<file path="config.mk">
export PLATFORM = sky130hd
export DESIGN_NAME = pipelined_register_file_flat
export DESIGN_NICKNAME = d
export VERILOG_FILES = /design/src/rtl/pipelined_register_file_if.sv /design/src/rtl/pipelined_register_file.sv /design/src/flat_wrapper.sv
export SDC_FILE = /design/constraint.sdc
export NUM_CORES = 2
export LEC_CHECK = 0
export CAP_MARGIN = 20
export CELL_PAD_IN_SITES_DETAIL_PLACEMENT = 2
export CELL_PAD_IN_SITES_GLOBAL_PLACEMENT = 2
export CORE_UTILIZATION = 39
export CTS_CLUSTER_DIAMETER = 40
export CTS_CLUSTER_SIZE = 10
export DETAILED_ROUTE_END_ITERATION = 12
export PLACE_DENSITY_LB_ADDON = 0.12
export SYNTH_ARGS = -nofsm -noshare
export SYNTH_HDL_FRONTEND = slang
export SYNTH_SLANG_ARGS = --single-unit
</file>
<file path="constraint.sdc">
create_clock -name ClockInput -period 7.9 [get_ports ClockInput]
set_clock_uncertainty 0.15 [all_clocks]
set_input_delay 2.37 -clock ClockInput [delete_from_list [all_inputs] [get_ports ClockInput]]
set_output_delay 2.37 -clock ClockInput [all_outputs]
set_load 0.005 [all_outputs]
</file>
<file path="src/rtl/pipelined_register_file_if.sv">
// Bus between decode/write-back and the pipelined register file.
// Grouped so both read ports, the write port and the reserve port travel together.
interface pipelined_register_file_if #(
    parameter int DATA_WIDTH = 32,
    parameter int ADDR_WIDTH = 4
);
    logic [ADDR_WIDTH-1:0] Rprimary;
    logic [ADDR_WIDTH-1:0] Rsecondary;
    logic [ADDR_WIDTH-1:0] Rwrite;
    logic                  WriteRegSignal;
    logic [DATA_WIDTH-1:0] WriteData;
    logic                  ReserveSignal;
    logic [ADDR_WIDTH-1:0] Rreserve;
    logic [DATA_WIDTH-1:0] ReadPrimary;
    logic [DATA_WIDTH-1:0] ReadSecondary;
    logic                  BusyPrimary;
    logic                  BusySecondary;
    logic [ADDR_WIDTH:0]   BusyCount;

    modport master (
        output Rprimary, Rsecondary, Rwrite, WriteRegSignal, WriteData,
               ReserveSignal, Rreserve,
        input  ReadPrimary, ReadSecondary, BusyPrimary, BusySecondary, BusyCount
    );

    modport slave (
        input  Rprimary, Rsecondary, Rwrite, WriteRegSignal, WriteData,
               ReserveSignal, Rreserve,
        output ReadPrimary, ReadSecondary, BusyPrimary, BusySecondary, BusyCount
    );
endinterface

</file>
<file path="src/rtl/pipelined_register_file.sv">
// Register bank with two registered read ports, write-to-read bypass and a
// per-register busy scoreboard used by the hazard unit to stall.
module pipelined_register_file #(
    parameter int DATA_WIDTH = 32,
    parameter int ADDR_WIDTH = 4,
    parameter int ZERO_REG   = 0
) (
    input  logic ClockInput,
    input  logic ResetInput,
    pipelined_register_file_if.slave bus
);
    localparam int DEPTH   = 2 ** ADDR_WIDTH;
    localparam bit ZERO_EN = (ZERO_REG != 0);

    logic [DATA_WIDTH-1:0] reg_q [DEPTH];
    logic [DATA_WIDTH-1:0] reg_d [DEPTH];
    logic [DEPTH-1:0]      busy_q;
    logic [DEPTH-1:0]      busy_d;
    logic [DATA_WIDTH-1:0] read_primary_q;
    logic [DATA_WIDTH-1:0] read_primary_d;
    logic [DATA_WIDTH-1:0] read_secondary_q;
    logic [DATA_WIDTH-1:0] read_secondary_d;
    logic                  busy_primary_q;
    logic                  busy_primary_d;
    logic                  busy_secondary_q;
    logic                  busy_secondary_d;
    logic [ADDR_WIDTH:0]   busy_count_q;
    logic [ADDR_WIDTH:0]   busy_count_d;
    logic                  write_ok;

    always_comb begin
        write_ok = bus.WriteRegSignal && !(ZERO_EN && (bus.Rwrite == '0));

        reg_d = reg_q;
        if (write_ok) begin
            reg_d[bus.Rwrite] = bus.WriteData;
        end

        // A reserve landing on the register being written back wins: it is a new owner.
        busy_d = '0;
        for (int i = 0; i < DEPTH; i++) begin
            busy_d[i] = (busy_q[i] && !(bus.WriteRegSignal && (bus.Rwrite == ADDR_WIDTH'(i))))
                        || (bus.ReserveSignal && (bus.Rreserve == ADDR_WIDTH'(i)));
        end
        if (ZERO_EN) begin
            busy_d[0] = 1'b0;
        end

        if (write_ok && (bus.Rwrite == bus.Rprimary)) begin
            read_primary_d = bus.WriteData;
        end else begin
            read_primary_d = reg_q[bus.Rprimary];
        end

        if (write_ok && (bus.Rwrite == bus.Rsecondary)) begin
            read_secondary_d = bus.WriteData;
        end else begin
            read_secondary_d = reg_q[bus.Rsecondary];
        end

        busy_primary_d   = busy_d[bus.Rprimary];
        busy_secondary_d = busy_d[bus.Rsecondary];

        busy_count_d = '0;
        for (int i = 0; i < DEPTH; i++) begin
            busy_count_d = busy_count_d + {{ADDR_WIDTH{1'b0}}, busy_d[i]};
        end
    end

    always_ff @(posedge ClockInput) begin
        if (ResetInput) begin
            for (int i = 0; i < DEPTH; i++) begin
                reg_q[i] <= '0;
            end
            busy_q           <= '0;
            read_primary_q   <= '0;
            read_secondary_q <= '0;
            busy_primary_q   <= 1'b0;
            busy_secondary_q <= 1'b0;
            busy_count_q     <= '0;
        end else begin
            for (int i = 0; i < DEPTH; i++) begin
                reg_q[i] <= reg_d[i];
            end
            busy_q           <= busy_d;
            read_primary_q   <= read_primary_d;
            read_secondary_q <= read_secondary_d;
            busy_primary_q   <= busy_primary_d;
            busy_secondary_q <= busy_secondary_d;
            busy_count_q     <= busy_count_d;
        end
    end

    assign bus.ReadPrimary   = read_primary_q;
    assign bus.ReadSecondary = read_secondary_q;
    assign bus.BusyPrimary   = busy_primary_q;
    assign bus.BusySecondary = busy_secondary_q;
    assign bus.BusyCount     = busy_count_q;
endmodule

</file>
<file path="src/flat_wrapper.sv">
// flat-port wrapper written by rule: the top's interface ports become plain ports
module pipelined_register_file_flat 
#(
    parameter int DATA_WIDTH = 32,
    parameter int ADDR_WIDTH = 4,
    parameter int ZERO_REG   = 0
)
  (ClockInput, ResetInput, bus_Rprimary, bus_Rsecondary, bus_Rwrite, bus_WriteRegSignal, bus_WriteData, bus_ReserveSignal, bus_Rreserve, bus_ReadPrimary, bus_ReadSecondary, bus_BusyPrimary, bus_BusySecondary, bus_BusyCount);
  pipelined_register_file_if #(.DATA_WIDTH(DATA_WIDTH), .ADDR_WIDTH(ADDR_WIDTH)) bus_i ();
  input  logic ClockInput;
  input  logic ResetInput;
  input wire logic [$bits(bus_i.Rprimary)-1:0] bus_Rprimary;
  input wire logic [$bits(bus_i.Rsecondary)-1:0] bus_Rsecondary;
  input wire logic [$bits(bus_i.Rwrite)-1:0] bus_Rwrite;
  input wire logic [$bits(bus_i.WriteRegSignal)-1:0] bus_WriteRegSignal;
  input wire logic [$bits(bus_i.WriteData)-1:0] bus_WriteData;
  input wire logic [$bits(bus_i.ReserveSignal)-1:0] bus_ReserveSignal;
  input wire logic [$bits(bus_i.Rreserve)-1:0] bus_Rreserve;
  output wire logic [$bits(bus_i.ReadPrimary)-1:0] bus_ReadPrimary;
  output wire logic [$bits(bus_i.ReadSecondary)-1:0] bus_ReadSecondary;
  output wire logic [$bits(bus_i.BusyPrimary)-1:0] bus_BusyPrimary;
  output wire logic [$bits(bus_i.BusySecondary)-1:0] bus_BusySecondary;
  output wire logic [$bits(bus_i.BusyCount)-1:0] bus_BusyCount;
  assign bus_i.Rprimary = bus_Rprimary;
  assign bus_i.Rsecondary = bus_Rsecondary;
  assign bus_i.Rwrite = bus_Rwrite;
  assign bus_i.WriteRegSignal = bus_WriteRegSignal;
  assign bus_i.WriteData = bus_WriteData;
  assign bus_i.ReserveSignal = bus_ReserveSignal;
  assign bus_i.Rreserve = bus_Rreserve;
  assign bus_ReadPrimary = bus_i.ReadPrimary;
  assign bus_ReadSecondary = bus_i.ReadSecondary;
  assign bus_BusyPrimary = bus_i.BusyPrimary;
  assign bus_BusySecondary = bus_i.BusySecondary;
  assign bus_BusyCount = bus_i.BusyCount;
  pipelined_register_file #(.DATA_WIDTH(DATA_WIDTH), .ADDR_WIDTH(ADDR_WIDTH), .ZERO_REG(ZERO_REG)) u_core (.ClockInput(ClockInput), .ResetInput(ResetInput), .bus(bus_i));
endmodule
</file>
==> run summary <==
run status = finished, violations left
failing checks = design-rule violations
count of pins over their slew limit = 0
Sum Neg Setup Slack = 0 ns
Remaining Overflow, GRT = 0
WP data arrival = 7.43 ns
commonest non-fill, non-tap cells in the layout = nand2_1 (1041), dfxtp_1 (599), a21oi_1 (518)
Pleak = 11.8 nW
vias after detailed routing = 25900
Startpoint Class = primary input
Design Power = 9.18 mW
setup ws final = 0.845 ns
Critical Path RT = 8.28 ns
commonest non-fill, non-tap cell in the layout = nand2_1
Hold/Removal Path Class = reg -> reg
htree depth = 3
mapped cell area = 29100 um2
syn_area_per_cell = 9.43 um2
register-to-register setup slack = 3.45 ns
Cell Chain, Critical Path = clkdlybuf4s50_1 -> buf_4 -> nor2_1 -> nand2_2 -> a22oi_1 -> inv_1 -> ha_1 -> inv_1 -> fa_1 -> inv_1 -> fa_1 -> fa_1 -> inv_1 -> fa_1 -> fa_1 -> fa_1 -> xor2_1 -> nor2_1
final count of negative-setup-slack endpoints = 0
ranking of synthesized cells by area = dfxtp_1 (41%), mux4_2 (25%), nand2_1 (13%)
FF+latch area = 12000 um2
final non-filler cell total = 4125
fraction of registers with async set/reset = 0%
CTS Hold Bufs = 0
Synth Net Count = 3151
largest net degree at the start of global routing = 175
Seq/Total Area, Yosys = 41.2%
port bufs = 122
WHS Path Cells = 2
worst-path fanout max = 14
relative slew slack = 18.7%
total CTS buffers = 116
layout cells sized above 1 = 20.1%
gp weighted congestion = 0.837
CP endpoint kind = flop
leading area contributor after synthesis = dfxtp_1
Worst-path clk slew = 0.05 ns
Die Y = 275 um
IO Count = 123
detailed placement HPWL = 65900 um
dpl ws = 0.232 ns
clk_lat worst skew = 0.68 ns
hold endpoint = u_core.reg_q[44]$_SDFFE_PP0P_
initial antenna violation count = 1
worst r2r src = u_core.busy_q[0]$_SDFF_PP0_
power per cell area = 261 nW/um2
clock buffer depth = 3
Post-DRT Antenna Nets = 0
hold path startpoint = u_core.reg_q[44]$_SDFFE_PP0P_
Post-synth EDFFs = 0
worst reg2reg path depth = 14
count of cell types in the netlist = 47
reg-to-reg endpoint = u_core.bus.BusyCount[2]$_SDFF_PP0_
Synth Warn # = 0
Die X = 275 um
RSZ-0062 raised after global routing = no
Inst Count DP = 3906
multi-input logic area = 15800 um2
Crit path max-delay family = adder cells
router iterations before antenna repair = 9
Buf/Inv on CP = 6
max frequency = 142 MHz
share of the synthesized area in the top cell type = 41.2%
Synth Register Bits = 599
Initial Util = 39.7%
fin crit share = 89.3%
Fin. Hold Viols = 0
Layout area overhead = 20.9%
drt drc = 12
fin crit period = 7.05 ns
maxcap violations = 0
# Post-CTS Setup Buffers = 0
Rows = 99
vias in the first global route = 28800
crit-path max cell delay = 0.50 ns
Setup crit start = bus_Rwrite[2]
Synth Flop Type = dfxtp_1
clk sink count = 599
Slew @ Worst Pin = 1.21 ns
Synth Instances = 3084
global-route usage over all layers = 34.9%
global-route wire length before repair = 193000 um
FILL cells = 7547
Avg Vias per Cell = 6.28
maximum vdd drop = 0.000181 V
Routed WL = 131000 um
most frequent CP cell = fa_1
slowest CP cell = clkdlybuf4s50_1
CTS tree = built
core area = 73300 um2
post-cts resize count = 0
wire per inst = 31.8 um
Root Driver = clkbuf_16
First DRT Iteration DRCs = 1960
nets@finish = 3132
critical path class = in -> reg
die area = 75700 um2
==> cell usage after synthesis (5+ instances only) <==
| cell | number |
|---|---|
| nor3b_1 | 8 |
| clkbuf_1 | 249 |
| or3_1 | 5 |
| a22oi_1 | 16 |
| nor3_1 | 8 |
| a21oi_1 | 518 |
| nor2_1 | 36 |
| nand2_1 | 1043 |
| a22o_1 | 64 |
| nand3_1 | 10 |
| buf_1 | 14 |
| xor2_1 | 8 |
| mux4_2 | 320 |
| clkbuf_2 | 30 |
| dfxtp_1 | 599 |
| buf_6 | 10 |
| fa_1 | 10 |
| inv_1 | 20 |
| buf_2 | 27 |
| ha_1 | 5 |
| nor2b_1 | 36 |
==> worst max-delay path by stage <==
stage / depth (start not counted) / to
2_1_floorplan: 18 / u_core.bus.BusyCount[4]$_SDFF_PP0_
3_3_place_gp: 18 / u_core.bus.BusyCount[4]$_SDFF_PP0_
3_5_place_dp: 18 / u_core.bus.BusyCount[2]$_SDFF_PP0_
4_1_cts: 18 / u_core.bus.BusyCount[2]$_SDFF_PP0_
5_1_grt: 19 / u_core.bus.BusyCount[4]$_SDFF_PP0_
6_report: 18 / u_core.bus.BusyCount[2]$_SDFF_PP0_
==> layout make-up <==
cell class / instances / share of cell area, %
Multi-Input combinational cell: 2133 / 44.8
Clock inverter: 63 / 2.89
Timing Repair Buffer: 195 / 5.22
Tap cell: 959 / 3.41
Inverter: 20 / 0.214
Clock buffer: 154 / 9.29
Antenna cell: 2 / 0.0142
Sequential cell: 599 / 34.1
==> registers in the layout, summed over array words and instances, names as in the netlist <==
name and count:
u_core.bus.BusyCount 5, u_core.bus.BusyPrimary 1, u_core.bus.BusySecondary 1, u_core.bus.ReadPrimary 32
u_core.bus.ReadSecondary 32, u_core.busy_q 16, u_core.reg_q 512
==> metal layers <==
metal	routed length, um	part of all wire [%]	global-route usage [%]
met1	51100	39	42.3
met4	6250	4.8	16.7
met2	66200	50	60.9
met5	0	0	0
met3	7830	6.0	4.87
==> power by group <==
| group | leakage [nW] | internal, mW | switching [mW] |
|---|---|---|---|
| combinational | 4.85 | 0.208 | 0.407 |
| sequential | 4.84 | 3.07 | 0.0312 |
| clock | 2.09 | 3.70 | 1.76 |
==> cells by family after synthesis <==
logic type / after synthesis / synth area share, %
multiplexers: 322 / 24.9
flip-flops: 599 / 41.2
XOR/XNOR: 10 / 0.301
buffers and inverters: 352 / 5.07
AO/OA/AOI/OAI: 615 / 11.7
adder cells (fa/ha/maj): 15 / 0.904
AND/OR/NAND/NOR: 1171 / 15.9
==> per-stage QoR <==
step	instance area, um2	hold slack (ns)	utilization (%)
final	35200	0.321	47.9
after global routing	35200	0.340	47.9
after CTS	35100	0.320	47.9
after detailed placement	30900	0.311	42.1
after global placement	30900	0.298	42.1
after floorplan	29100	0.293	-
==> tightest hold or removal path, stage by stage, from the launching register on <==
cell	delay, ns
dfxtp_1	0.31
nand2_1	0.06
a21oi_1	0.05
Note: power is estimated with default switching activity, not from simulation.
